### config.mk
export PLATFORM = sky130hd
export DESIGN_NAME = sseg_scan_flat
export DESIGN_NICKNAME = d
export VERILOG_FILES = /design/src/rtl/sseg_scan_pkg.sv /design/src/rtl/sseg_scan_if.sv /design/src/rtl/sseg_scan_timer.sv /design/src/rtl/sseg_scan.sv /design/src/flat_wrapper.sv
export SDC_FILE = /design/constraint.sdc
export NUM_CORES = 1
export LEC_CHECK = 0
export CORE_AREA = 2 2 92 94
export DETAILED_ROUTE_END_ITERATION = 8
export DIE_AREA = 0 0 94 96
export GPL_TIMING_DRIVEN = 0
export MAX_ROUTING_LAYER = met4
export PLACE_DENSITY = 0.64
export SLEW_MARGIN = 25
export SYNTH_ARGS = -nofsm -noshare
export SYNTH_HDL_FRONTEND = slang
export SYNTH_SLANG_ARGS = --single-unit
### constraint.sdc
create_clock -name clk_clk -period 3.7 [get_ports clk_clk]
set_input_delay 0.37 -clock clk_clk [delete_from_list [all_inputs] [get_ports clk_clk]]
set_output_delay 0.37 -clock clk_clk [all_outputs]
set_load 0.01 [all_outputs]
### src/rtl/sseg_scan_pkg.sv
// Shared types and constants for the sseg_scan seven-segment scanner.
// Optional dimming is enabled by defining SSEG_SCAN_DIM_EN.
package sseg_scan_pkg;

   localparam int NUM_DIGITS = 4;

   typedef enum logic {
      BLANK = 1'b0,
      SHOW  = 1'b1
   } phase_t;

   typedef logic [1:0] digit_t;

   localparam logic [7:0] SEG_DARK = 8'h00;

   function automatic logic [3:0] digit_onehot(input digit_t d);
      return 4'b0001 << d;
   endfunction

endpackage

### src/rtl/sseg_scan_if.sv
// Pattern inputs and display outputs of sseg_scan, grouped as one bundle.
// The dim field exists only when SSEG_SCAN_DIM_EN is defined.
interface sseg_scan_if;
   import sseg_scan_pkg::*;

   logic [7:0] sseg0_in;
   logic [7:0] sseg1_in;
   logic [7:0] sseg2_in;
   logic [7:0] sseg3_in;
   logic [7:0] seg_out;
   logic [3:0] an_out;
   logic       frame_start;
`ifdef SSEG_SCAN_DIM_EN
   logic [2:0] dim;
`endif

   modport master (
      input  seg_out, an_out, frame_start,
      output sseg0_in, sseg1_in, sseg2_in, sseg3_in
`ifdef SSEG_SCAN_DIM_EN
      , dim
`endif
   );

   modport slave (
      output seg_out, an_out, frame_start,
      input  sseg0_in, sseg1_in, sseg2_in, sseg3_in
`ifdef SSEG_SCAN_DIM_EN
      , dim
`endif
   );

endinterface

### src/rtl/sseg_scan_timer.sv
// Slot counter, digit index and BLANK/SHOW phase FSM for sseg_scan.
// With SSEG_SCAN_DIM_EN it also exposes the position within SHOW.
module sseg_scan_timer
   import sseg_scan_pkg::*;
#(
   parameter int DIGIT_CYCLES = 50000,
   parameter int BLANK_CYCLES = 500
) (
   input  logic        clk_i,
   input  logic        rst_ni,
`ifdef SSEG_SCAN_DIM_EN
   output logic [2:0]  show_cnt_o,
`endif
   output digit_t      digit_o,
   output logic        show_o,
   output logic        load_o
);

   localparam int CW = (DIGIT_CYCLES > 1) ? $clog2(DIGIT_CYCLES) : 1;
   localparam logic [CW-1:0] LAST = CW'(DIGIT_CYCLES - 1);

   logic [CW-1:0] cnt_q, cnt_d;
   digit_t        digit_q, digit_d;
   phase_t        state_q, state_d;
   logic          blank_next_s;

   // slot counter wrap and digit advance
   always_comb begin
      if (cnt_q == LAST) begin
         cnt_d   = {CW{1'b0}};
         digit_d = digit_q + 2'd1;
      end else begin
         cnt_d   = cnt_q + CW'(1);
         digit_d = digit_q;
      end
      blank_next_s = (int'(cnt_d) < BLANK_CYCLES);
   end

   // phase FSM next state tracks the next counter value
   always_comb begin
      state_d = state_q;
      case (state_q)
         BLANK: begin
            if (!blank_next_s) state_d = SHOW;
            else               state_d = BLANK;
         end
         SHOW: begin
            if (blank_next_s)  state_d = BLANK;
            else               state_d = SHOW;
         end
         default: state_d = BLANK;
      endcase
   end

   // timer state registers
   always_ff @(posedge clk_i or negedge rst_ni) begin
      if (!rst_ni) begin
         cnt_q   <= {CW{1'b0}};
         digit_q <= 2'd0;
         state_q <= BLANK;
      end else begin
         cnt_q   <= cnt_d;
         digit_q <= digit_d;
         state_q <= state_d;
      end
   end

   // Reset state is BLANK; with no blanking the first slot cycle is already lit.
   assign show_o  = (state_q == SHOW) || (BLANK_CYCLES == 0);
   assign load_o  = (cnt_q == {CW{1'b0}}) && (digit_q == 2'd0);
   assign digit_o = digit_q;
`ifdef SSEG_SCAN_DIM_EN
   assign show_cnt_o = 3'(cnt_q - CW'(BLANK_CYCLES));
`endif

endmodule

### src/rtl/sseg_scan.sv
// Four-digit multiplexed seven-segment scanner with per-frame pattern snapshot.
// Define SSEG_SCAN_DIM_EN to add 3-bit PWM dimming within each SHOW phase.
module sseg_scan
   import sseg_scan_pkg::*;
#(
   parameter int DIGIT_CYCLES   = 50000,
   parameter int BLANK_CYCLES   = 500,
   parameter int SEG_ACTIVE_LOW = 1,
   parameter int AN_ACTIVE_LOW  = 1
) (
   input logic        clk_clk,
   input logic        reset_reset_n,
   sseg_scan_if.slave bus
);

   localparam logic [7:0] SEG_OFF = (SEG_ACTIVE_LOW != 0) ? 8'hFF : 8'h00;
   localparam logic [3:0] AN_OFF  = (AN_ACTIVE_LOW  != 0) ? 4'hF  : 4'h0;

   digit_t     digit_s;
   logic       show_s, load_s, lit_s;
   logic [7:0] in_s [NUM_DIGITS];
   logic [7:0] shadow_q [NUM_DIGITS];
   logic [7:0] pat_s, seg_d, seg_q;
   logic [3:0] an_d, an_q;
   logic       fs_q;
`ifdef SSEG_SCAN_DIM_EN
   logic [2:0] show_cnt_s, dim_q, dim_sel_s;
`endif

   sseg_scan_timer #(
      .DIGIT_CYCLES(DIGIT_CYCLES),
      .BLANK_CYCLES(BLANK_CYCLES)
   ) u_timer (
      .clk_i      (clk_clk),
      .rst_ni     (reset_reset_n),
`ifdef SSEG_SCAN_DIM_EN
      .show_cnt_o (show_cnt_s),
`endif
      .digit_o    (digit_s),
      .show_o     (show_s),
      .load_o     (load_s)
   );

   assign in_s[0] = bus.sseg0_in;
   assign in_s[1] = bus.sseg1_in;
   assign in_s[2] = bus.sseg2_in;
   assign in_s[3] = bus.sseg3_in;

   // frame snapshot of the input patterns
   always_ff @(posedge clk_clk or negedge reset_reset_n) begin
      if (!reset_reset_n) begin
         for (int i = 0; i < NUM_DIGITS; i++) shadow_q[i] <= SEG_DARK;
`ifdef SSEG_SCAN_DIM_EN
         dim_q <= 3'd0;
`endif
      end else if (load_s) begin
         for (int i = 0; i < NUM_DIGITS; i++) shadow_q[i] <= in_s[i];
`ifdef SSEG_SCAN_DIM_EN
         dim_q <= bus.dim;
`endif
      end
   end

   // Bypass the snapshot on the load cycle so a zero-blank slot shows the new frame at once.
   always_comb begin
      pat_s = load_s ? in_s[digit_s] : shadow_q[digit_s];
      lit_s = show_s;
`ifdef SSEG_SCAN_DIM_EN
      dim_sel_s = load_s ? bus.dim : dim_q;
      lit_s     = show_s && (show_cnt_s <= dim_sel_s);
`endif
      if (lit_s) begin
         an_d  = digit_onehot(digit_s);
         seg_d = pat_s;
      end else begin
         an_d  = 4'h0;
         seg_d = SEG_DARK;
      end
   end

   // registered pin outputs with polarity applied
   always_ff @(posedge clk_clk or negedge reset_reset_n) begin
      if (!reset_reset_n) begin
         an_q  <= AN_OFF;
         seg_q <= SEG_OFF;
         fs_q  <= 1'b0;
      end else begin
         an_q  <= an_d ^ AN_OFF;
         seg_q <= seg_d ^ SEG_OFF;
         fs_q  <= load_s;
      end
   end

   assign bus.an_out      = an_q;
   assign bus.seg_out     = seg_q;
   assign bus.frame_start = fs_q;

endmodule
### src/flat_wrapper.sv
// flat-port wrapper written by rule: the top's interface ports become plain ports
module sseg_scan_flat import sseg_scan_pkg::*;
#(
   parameter int DIGIT_CYCLES   = 50000,
   parameter int BLANK_CYCLES   = 500,
   parameter int SEG_ACTIVE_LOW = 1,
   parameter int AN_ACTIVE_LOW  = 1
)
  (clk_clk, reset_reset_n, bus_seg_out, bus_an_out, bus_frame_start, bus_sseg0_in, bus_sseg1_in, bus_sseg2_in, bus_sseg3_in);
  sseg_scan_if bus_i ();
  input logic clk_clk;
  input logic reset_reset_n;
  output wire logic [$bits(bus_i.seg_out)-1:0] bus_seg_out;
  output wire logic [$bits(bus_i.an_out)-1:0] bus_an_out;
  output wire logic [$bits(bus_i.frame_start)-1:0] bus_frame_start;
  input wire logic [$bits(bus_i.sseg0_in)-1:0] bus_sseg0_in;
  input wire logic [$bits(bus_i.sseg1_in)-1:0] bus_sseg1_in;
  input wire logic [$bits(bus_i.sseg2_in)-1:0] bus_sseg2_in;
  input wire logic [$bits(bus_i.sseg3_in)-1:0] bus_sseg3_in;
  assign bus_seg_out = bus_i.seg_out;
  assign bus_an_out = bus_i.an_out;
  assign bus_frame_start = bus_i.frame_start;
  assign bus_i.sseg0_in = bus_sseg0_in;
  assign bus_i.sseg1_in = bus_sseg1_in;
  assign bus_i.sseg2_in = bus_sseg2_in;
  assign bus_i.sseg3_in = bus_sseg3_in;
  sseg_scan #(.DIGIT_CYCLES(DIGIT_CYCLES), .BLANK_CYCLES(BLANK_CYCLES), .SEG_ACTIVE_LOW(SEG_ACTIVE_LOW), .AN_ACTIVE_LOW(AN_ACTIVE_LOW)) u_core (.clk_clk(clk_clk), .reset_reset_n(reset_reset_n), .bus(bus_i));
endmodule
; ---- Word level (Yosys, flattened, before mapping)
; Index checks and enable logic that the tools add are counted.
[totals]
ff_bits = 64
input_bits = 34
output_inout_bits = 13
elab_cells = 33
[op_classes]
addsub = 2
n_lt_le_gt_ge = 2
n_eq_ne = 1
shifts = 1
mux = 11
bitwise = 3
reduce_logical = 3
[op_table]
columns = cell, count
row1 = $mux 8, 6
row2 = $bmux 8 s2, 2
row3 = $add 16x1->16 const B, 1
row4 = $eq 16x16->1 const B, 1
row5 = $logic_not 16->1, 1
row6 = $lt 16x9->1 const B, 1
row7 = $mux 16, 1
row8 = $not 8->8, 1
row9 = $mux 4, 1
row10 = $not 4->4, 1
row11 = $shl 1x2->4 const A, 1
row12 = $ge 3x3->1 const B, 1
row13 = $not 2->3, 1
row14 = $add 2x1->2 const B, 1
row15 = $logic_not 2->1, 1
row16 = $logic_and 1x1->1, 1
row17 = $mux 1, 1

; ---- Depth between registers and ports, before layout
; Gate-level depths: netlist (run 1).
[logic_depth]
ltp_word = 7
ltp_mapped = 9
depth_no_buf = 7

; ---- By module
; Synthesis (run 1) repeated with hierarchy kept, for this count alone.
[hier_totals]
hier_cells = 224
area_unflattened_um2 = 3110.5
[by_module_without_submodules]
columns = mod, n_inst, cells_per_inst, area_per_inst_um2, seq_area_each_um2
row1 = sseg_scan, 1, 116, 2048.2, 1141.1
row2 = sseg_scan_timer, 1, 108, 1062.3, 475.5

; ---- Least setup slack after synthesis (run 1)
; OpenSTA, ideal clock, no wires.
[synth_path]
path_type = reg-to-reg
start = register u_core.u_timer.digit_q[1] (netlist: u_core.u_timer.digit_o[1])
end = register u_core.shadow_q[0] in the netlist's numbering
setup_ps = 125
arrival_ps = 1966
t_required_ps = 3575
path_slack_ps = 1609
path_stages_with_launch = 9
n_path_buf = 3
period_less_slack_ps = 2091
path_cell_list = dfrtp_1 clkbuf_1 clkbuf_1 inv_1 ha_1 nand3b_1 nor3_2 buf_4 mux2_2
[synth_via]
elab_chain_len = 2
[synth_lines]
columns = item, line_no
row1 = start: declaration, sseg_scan_timer.sv:23  ; digit_t digit_q, digit_d;
row2 = start signal: assignment, sseg_scan_timer.sv:63  ; digit_q <= digit_d;
row3 = $logic_not 2->1, sseg_scan_timer.sv:70  ; assign load_o = (cnt_q == {CW{1'b0}}) && (digit_q == 2'd0);
row4 = $logic_and 1x1->1, sseg_scan_timer.sv:70
row5 = end: declaration, sseg_scan.sv:22  ; logic [7:0] shadow_q [NUM_DIGITS];
; No other way between the ends.
; A chain may end at the register's enable or synchronous reset.

; ---- Worst setup path in the final report (run 1)
[layout_path]
start = register u_core.u_timer.digit_q[1] (netlist: u_core.u_timer.digit_o[1])
end = register u_core.seg_q[5] (netlist: u_core.bus.seg_out[5])
[layout_via]
elab_chain_len = 7
elab_cells_between_ends = 12
classes_between = mux: 8 / bitwise: 2 / reduce/logical: 2
[layout_lines]
columns = item, line_no
row1 = $not 2->3 (not written as such), sseg_scan.sv:66  ; pat_s = load_s ? in_s[digit_s] : shadow_q[digit_s];
row2 = $bmux 8 s2, sseg_scan.sv:66
row3 = $mux 8 (not written as such) (2 in series), sseg_scan.sv:66
row4 = $mux 8 *, sseg_scan.sv:66
row5 = $mux 8 *, sseg_scan.sv:72  ; if (lit_s) begin
row6 = $not 8->8 (no source line) *, -
row7 = end signal: assignment, sseg_scan.sv:89  ; seg_q <= seg_d ^ SEG_OFF;
row8 = end: declaration, sseg_scan.sv:23  ; logic [7:0] pat_s, seg_d, seg_q;
; Every way passes the cells marked *; elsewhere a longest branch is shown, timed or not. The select of a mux whose other input is x is not followed.

==> results.md, run 1 <==
* WP data arrival at 3.03 ns
* Sw Ratio at 0.203
* Buffers on Ports at 46
* Critical path class: reg2reg
* R2R Setup Slk at 0.93 ns
* Final antenna-violating net count at 0
* Syn_nets at 276
* Initial antenna violation count at 0
* Starting density of the core at 0.398
* # nets final at 335
* Pre-Repair DR Iteration Count at 4
* Post-synth EDFFs at 0
* Crit path launch type: flip-flop
* TNS Setup at 0 ns
* Worst clock skew at 0.00853 ns
* Final period utilization at 0.748
* Placed cells at 388
* Finished Layout Cells at 404
* Final hold vios at 0
* Combinational cell fraction of total power at 0.064
* Clock power frac at 0.428
* Worst relative slew slack at 0.411
* CTS max path bufs at 2
* WP data required at 3.96 ns
* Status: finished clean
* Die Y-Extent at 96 um
* Seq/Total Area, Yosys at 0.505
* Post-cts sizing count at 0
* Layout cells sized above 1 at 0.338
* I/O pins at 47
* Clk Latency, worst-skew pair at 0.33 ns
* Vias in the first global route at 2,132
* Total die area at 9020 sq um
* Total CTS buffers at 9
* Critical path fanouts, max at 10
* P per Cell Area at 355 nW/um^2
* CTS root buffer: clkbuf_8
* Gr ovfl total at 0
* Routed len/inst at 16.3 um
* Die X at 94 um
* Total net switching power at 0.000291 W
* Pleak at 1.60 nW
* Endpoints failing setup at 0
* Slack of the critical path at 0.932 ns
* Sequential power share at 0.508
* Minimum clock period after layout at 2.77 ns
* Worst path max stage delay at 0.62 ns
* Largest net degree at the start of global routing at 50
* Total power at 0.00143 W
* Worst-margin pin slew at 0.877 ns
* Int Power at 0.00114 W
* Mapped Cells at 236
* Via-to-Cell Ratio at 5.29
* Mean Syn Cell Area at 13.6 sq um
* Drt total wl at 6570 um
* Top_reg_cell synth: dfrtp_1
* Yosys warnings at 0
* Setup crit end kind: flip-flop
* Setup WS pre-CTS at 1.01 ns
* First-pass GRT wire length at 11,000 um
* N_diodes at 0
* #FFs+latches synth at 64
* Clock sinks at 64
* Cell family with most CP delay: buffers and inverters
* RSZ-0062 raised after global routing: no
* Fillers at 732
* Synthesized area at 3200 sq um
* Std-Cell Rows at 33
* Post-synth cell types at 41
* Ys async rst share at 1.00
* Final Util at 0.501
* WP buf/inv at 4
* Slowest stage cell, crit path: clkbuf_1
* Core area at 8050 sq um
* HPWL after detailed placement at 4530 um
* CTS tree: built
* CP Cell Sequence: clkbuf_1 -> clkbuf_1 -> inv_1 -> ha_1 -> nand3b_1 -> nor3_2 -> buf_4 -> mux2_2 -> nand2_1
* Total of max-cap violations at 0
* Vias post-DR at 2,137
* Max Slew Vio Count at 0
* Layout area overhead at 26.0%
* Worst VDD drop at 0.170 mV
* Most Frequent Cell on Critical Path: clkbuf_1
* 1st-iter DRT viols at 80
* Placer congestion estimate at 0.835
* Hold crit path type: reg2reg
* Clk slew on worst S/H paths at 0.06 ns
* DRC viols at 0
* H-tree levels at 3
* Total GRT Usage at 0.169
* Maximum clock rate at 361 MHz
==> kinds of logic after synthesis <==
| group | Yosys count | share of synthesized area |
|---|---|---|
| multiplexers | 56 | 0.253 |
| AO/OA/AOI/OAI | 14 | 0.0352 |
| adder cells (fa/ha/maj) | 6 | 0.0234 |
| flip-flops | 64 | 0.505 |
| buffers and inverters | 20 | 0.0301 |
| XOR/XNOR | 15 | 0.0410 |
| AND/OR/NAND/NOR | 61 | 0.112 |
==> cells in the final DEF, fill, tap and decap left out, types with 3 or more instances in the layout <==
cell type         n
buf_2             5
clkdlybuf4s50_1  45
ha_1              6
nand3_1           6
xor2_1            7
mux4_2           16
clkbuf_1          3
nor2_1            8
dfrtp_1          52
o21a_1            3
nand4_1           4
buf_4             5
clkbuf_8         12
mux2_2           40
nor3_1            6
inv_1             8
nand2_1          18
dfstp_2          12
xnor2_1           8
==> state kept, by name, summed over array words and instances, names as in the netlist <==
signal	count
u_core.shadow_q	32
u_core.u_timer.cnt_q	16
u_core.bus.seg_out	8
u_core.bus.an_out	4
u_core.u_timer.digit_o	2
u_core.bus.frame_start	1
u_core.u_timer.show_o	1
==> cells in the mapped netlist, types with 3 or more instances <==
library cell	number	area share
dfrtp_1	52	0.41
mux2_2	40	0.14
nand2_1	18	0.021
mux4_2	16	0.11
dfstp_2	12	0.098
inv_1	8	0.0094
nor2_1	8	0.0094
xnor2_1	8	0.022
xor2_1	7	0.019
ha_1	6	0.023
nand3_1	6	0.0094
nor3_1	6	0.0094
buf_2	5	0.0078
buf_4	4	0.0094
nand4_1	4	0.0078
clkbuf_1	3	0.0035
o21a_1	3	0.0070
==> final cells by class <==
cell class                      instances  area (sq um)  area share
Sequential cell                        64          1620       0.401
Multi-Input combinational cell        152          1490       0.369
Timing Repair Buffer                   48           495       0.123
Clock buffer                           12           165      0.0409
Tap cell                              105           131      0.0326
Buffer                                 12          66.3      0.0164
Clock inverter                          3          40.0     0.00993
Inverter                                8          30.0     0.00744
==> final timing paths <==
| kind | startpoint | endpoint | cells past startpoint |
|---|---|---|---|
| max in group asynchronous | reset_reset_n | u_core.bus.an_out[0] | 3 |
| min reg2reg | u_core.u_timer.show_o | u_core.bus.an_out[3] | 1 |
| max reg2reg | u_core.u_timer.digit_o[1] | u_core.bus.seg_out[5] | 9 |
| min in group asynchronous | reset_reset_n | u_core.shadow_q[2] | 2 |
| max | u_core.u_timer.digit_o[1] | u_core.bus.seg_out[5] | 9 |
| min | u_core.u_timer.show_o | u_core.bus.an_out[3] | 1 |
==> through the flow <==
step           cell area (sq um)  hold slack [ns]
2_1_floorplan               3200           0.0744
3_3_place_gp                3790            0.426
3_5_place_dp                3820            0.254
4_1_cts                     4030            0.423
5_1_grt                     4030            0.425
6_report                    4030            0.420
==> routing by layer <==
layer | share of wire | vias up | track usage
met4 | 0.023 | 0 | 0.0882
met5 | 0 | - | -
met1 | 0.46 | 1082 | 0.211
met3 | 0.041 | 13 | 0.0329
met2 | 0.48 | 56 | 0.264
li1 | - | 986 | -
==> power by group through the flow <==
stage / Clock [W] / Sequential [W] / Combinational, W
3_5_place_dp: 0 / 0.000739 / 0.0000928
3_3_place_gp: 0 / 0.000739 / 0.0000880
4_1_cts: 0.000632 / 0.000727 / 0.0000939
2_1_floorplan: 0 / 0.000736 / 0.0000321
5_1_grt: 0.000667 / 0.000728 / 0.000101
6_report: 0.000612 / 0.000727 / 0.0000916
==> repair_timing <==
item,in CTS,in global routing
hold buffers,1,0
hold endpoints to repair,14,0
setup buffers,0,0
No activity file was read; power rests on OpenSTA's default activity.
==> run 2: changes to the inputs <==
--- a/config.mk
+++ b/config.mk
@@ -10,7 +10,7 @@
 export DIE_AREA = 0 0 94 96
 export GPL_TIMING_DRIVEN = 0
 export MAX_ROUTING_LAYER = met4
-export PLACE_DENSITY = 0.64
+export PLACE_DENSITY = 0.66
 export SLEW_MARGIN = 25
 export SYNTH_ARGS = -nofsm -noshare
 export SYNTH_HDL_FRONTEND = slang
==> constraint.sdc (replaced) <==
create_clock -name clk_clk -period 2.2 [get_ports clk_clk]
set_input_delay 0.22 -clock clk_clk [delete_from_list [all_inputs] [get_ports clk_clk]]
set_output_delay 0.22 -clock clk_clk [all_outputs]
set_load 0.01 [all_outputs]
==> results.md, run 2 (synthesis gave the netlist of run 1 again) <==
* CTS tree: built
* Reg with most FFs: u_core.shadow_q
* Sw Ratio at 0.219
* Core area at 8050 sq um
* Critical path class: reg2reg
* Drt total wl at 6640 um
* P per Cell Area at 564 nW/um^2
* Layout cells sized above 1 at 0.384
* Clk Latency, worst-skew pair at 0.33 ns
* Total of max-cap violations at 0
* Die Y-Extent at 96 um
* I/O pins at 47
* Cell area after layout at 4140 sq um
* Die X at 94 um
* Crit path launch type: flip-flop
* Combinational cell fraction of total power at 0.065
* CP Cell Sequence: inv_1 -> ha_1 -> nor4b_1 -> nand3b_1 -> nor3_4 -> buf_12 -> buf_2 -> mux2_2
* Buffers on Ports at 46
* Setup WS pre-CTS at -0.435 ns
* Critical path fanouts, max at 7
* Endpoints failing setup at 0
* Placed cell area at 3810 sq um
* Int Power at 0.00183 W
* Worst-margin pin slew at 0.555 ns
* Max Slew Vio Count at 0
* Pre-Repair DR Iteration Count at 4
* Clock sinks at 64
* Minimum clock period after layout at 2.10 ns
* Status: finished clean
* Hold crit path type: in2async
* Routed len/inst at 16.2 um
* Gr ovfl total at 0
* Final hold vios at 0
* Most frequent cells in the layout: dfrtp_1, clkdlybuf4s50_1, mux2_2, nand2_1, mux4_2
* Worst relative slew slack at 0.630
* Total die area at 9020 sq um
* Slowest stage cell, crit path: dfrtp_2
* Worst clock skew at 0.00734 ns
* Leading cell type in the layout, fill and taps excluded: dfrtp_1
* First-pass GRT wire length at 11,000 um
* Total GRT Usage at 0.165
* HPWL after detailed placement at 4580 um
* Std-Cell Rows at 33
* # nets final at 340
* N_diodes at 0
* WP data arrival at 2.32 ns
* Initial antenna violation count at 0
* Maximum clock rate at 476 MHz
* Via-to-Cell Ratio at 5.15
* Clk slew on worst S/H paths at 0.07 ns
* Clock power frac at 0.412
* CTS root buffer: clkbuf_8
* Max FFs per register at 32
* Pleak at 1.63 nW
* Final antenna-violating net count at 0
* CTS max path bufs at 2
* H-tree levels at 3
* WP data required at 2.42 ns
* Sequential power share at 0.523
* Vias in the first global route at 2,152
* Starting density of the core at 0.398
* DRC viols at 0
* 1st-iter DRT viols at 155
* Slack of the critical path at 0.0970 ns
* Worst VDD drop at 0.288 mV
* Total CTS buffers at 9
* Setup crit end kind: flip-flop
* Worst path max stage delay at 0.47 ns
* Layout area overhead at 29.3%
* Vias post-DR at 2,110
* Final period utilization at 0.956
* Total net switching power at 0.000511 W
* Largest net degree at the start of global routing at 39
* Placer congestion estimate at 0.801
run 2: cell count changes in the layout (fill, tap and decap cells not counted), sizes merged:
cell | previous run | this run
clkbuf | 15 | 12
clkinvlp | 0 | 3
buf | 11 | 17
clkinv | 2 | 3
inv | 8 | 7
run 2: final timing paths:
kind / startpoint / to / slack (ns) / depth (start not counted)
worst max-delay path: u_core.u_timer.cnt_q[0] / u_core.shadow_q[21] / 0.1 / 8
worst min-delay path: reset_reset_n / u_core.shadow_q[2] / 0.35 / 2
worst max register to register: u_core.u_timer.cnt_q[0] / u_core.shadow_q[21] / 0.1 / 8
worst min register to register: u_core.u_timer.show_o / u_core.bus.an_out[3] / 0.47 / 1
max in group asynchronous: reset_reset_n / u_core.bus.seg_out[4] / 1.27 / 3
min in group clk_clk: u_core.u_timer.show_o / u_core.bus.an_out[3] / 0.47 / 1
run 2: stage by stage:
step	total power [W]	TNS, ns	hold slack, ns	cells	util
finish	0.00234	0	0.346	410	0.514
global route	0.00244	-0.394	0.372	410	0.514
CTS	0.00237	-0.385	0.344	403	0.501
detailed placement	0.00140	-16.94	0.163	388	0.473
global placement	0.00139	-85.10	0.452	387	0.471
floorplan	0.00129	0	-0.0756	236	-
run 2: per-layer routing:
metal | GRT usage | up-vias | routed length, um
li1 | - | 998 | -
met1 | 0.224 | 1066 | 3150
met2 | 0.254 | 39 | 3220
met3 | 0.0258 | 7 | 180
met4 | 0.0580 | 0 | 82
met5 | - | - | 0
run 2: power groups by stage:
stage                     logic [W]  clock network, W  registers [W]
final                      0.000153          0.000963        0.00122
after global routing       0.000167           0.00105        0.00123
after CTS                  0.000157          0.000995        0.00122
after detailed placement   0.000155                 0        0.00124
after global placement     0.000147                 0        0.00124
after floorplan           0.0000540                 0        0.00124
run 2: layout make-up:
type                       instances  area, sq um
fill                             704         3910
sequential                        64         1620
multi-input combinational        152         1540
timing repair buffer              55          554
tap                              105          131
clock buffer                      10          128
buffer                            10         78.8
clock inverter                     6         60.1
inverter                           8         33.8
run 2: worst max-delay path, delay by kind of cell, from the launching register on:
family / cells / cell delay, ns
multiplexers: 1 / 0.35
adder cells (fa/ha/maj): 1 / 0.13
buffers and inverters: 3 / 0.42
AND/OR/NAND/NOR: 3 / 0.63
flip-flops: 1 / 0.47
run 2: what timing repair did:
| item | 4_1_cts | 5_1_grt |
|---|---|---|
| hold endpoints to repair | 25 | 0 |
| gates resized for setup | 9 | 13 |
| buffers inserted | 0 | 5 |
| cloned | 0 | 2 |
| setup endpoints to repair | 41 | 48 |
| pin swaps | 0 | 3 |
| hold buffers | 1 | 0 |
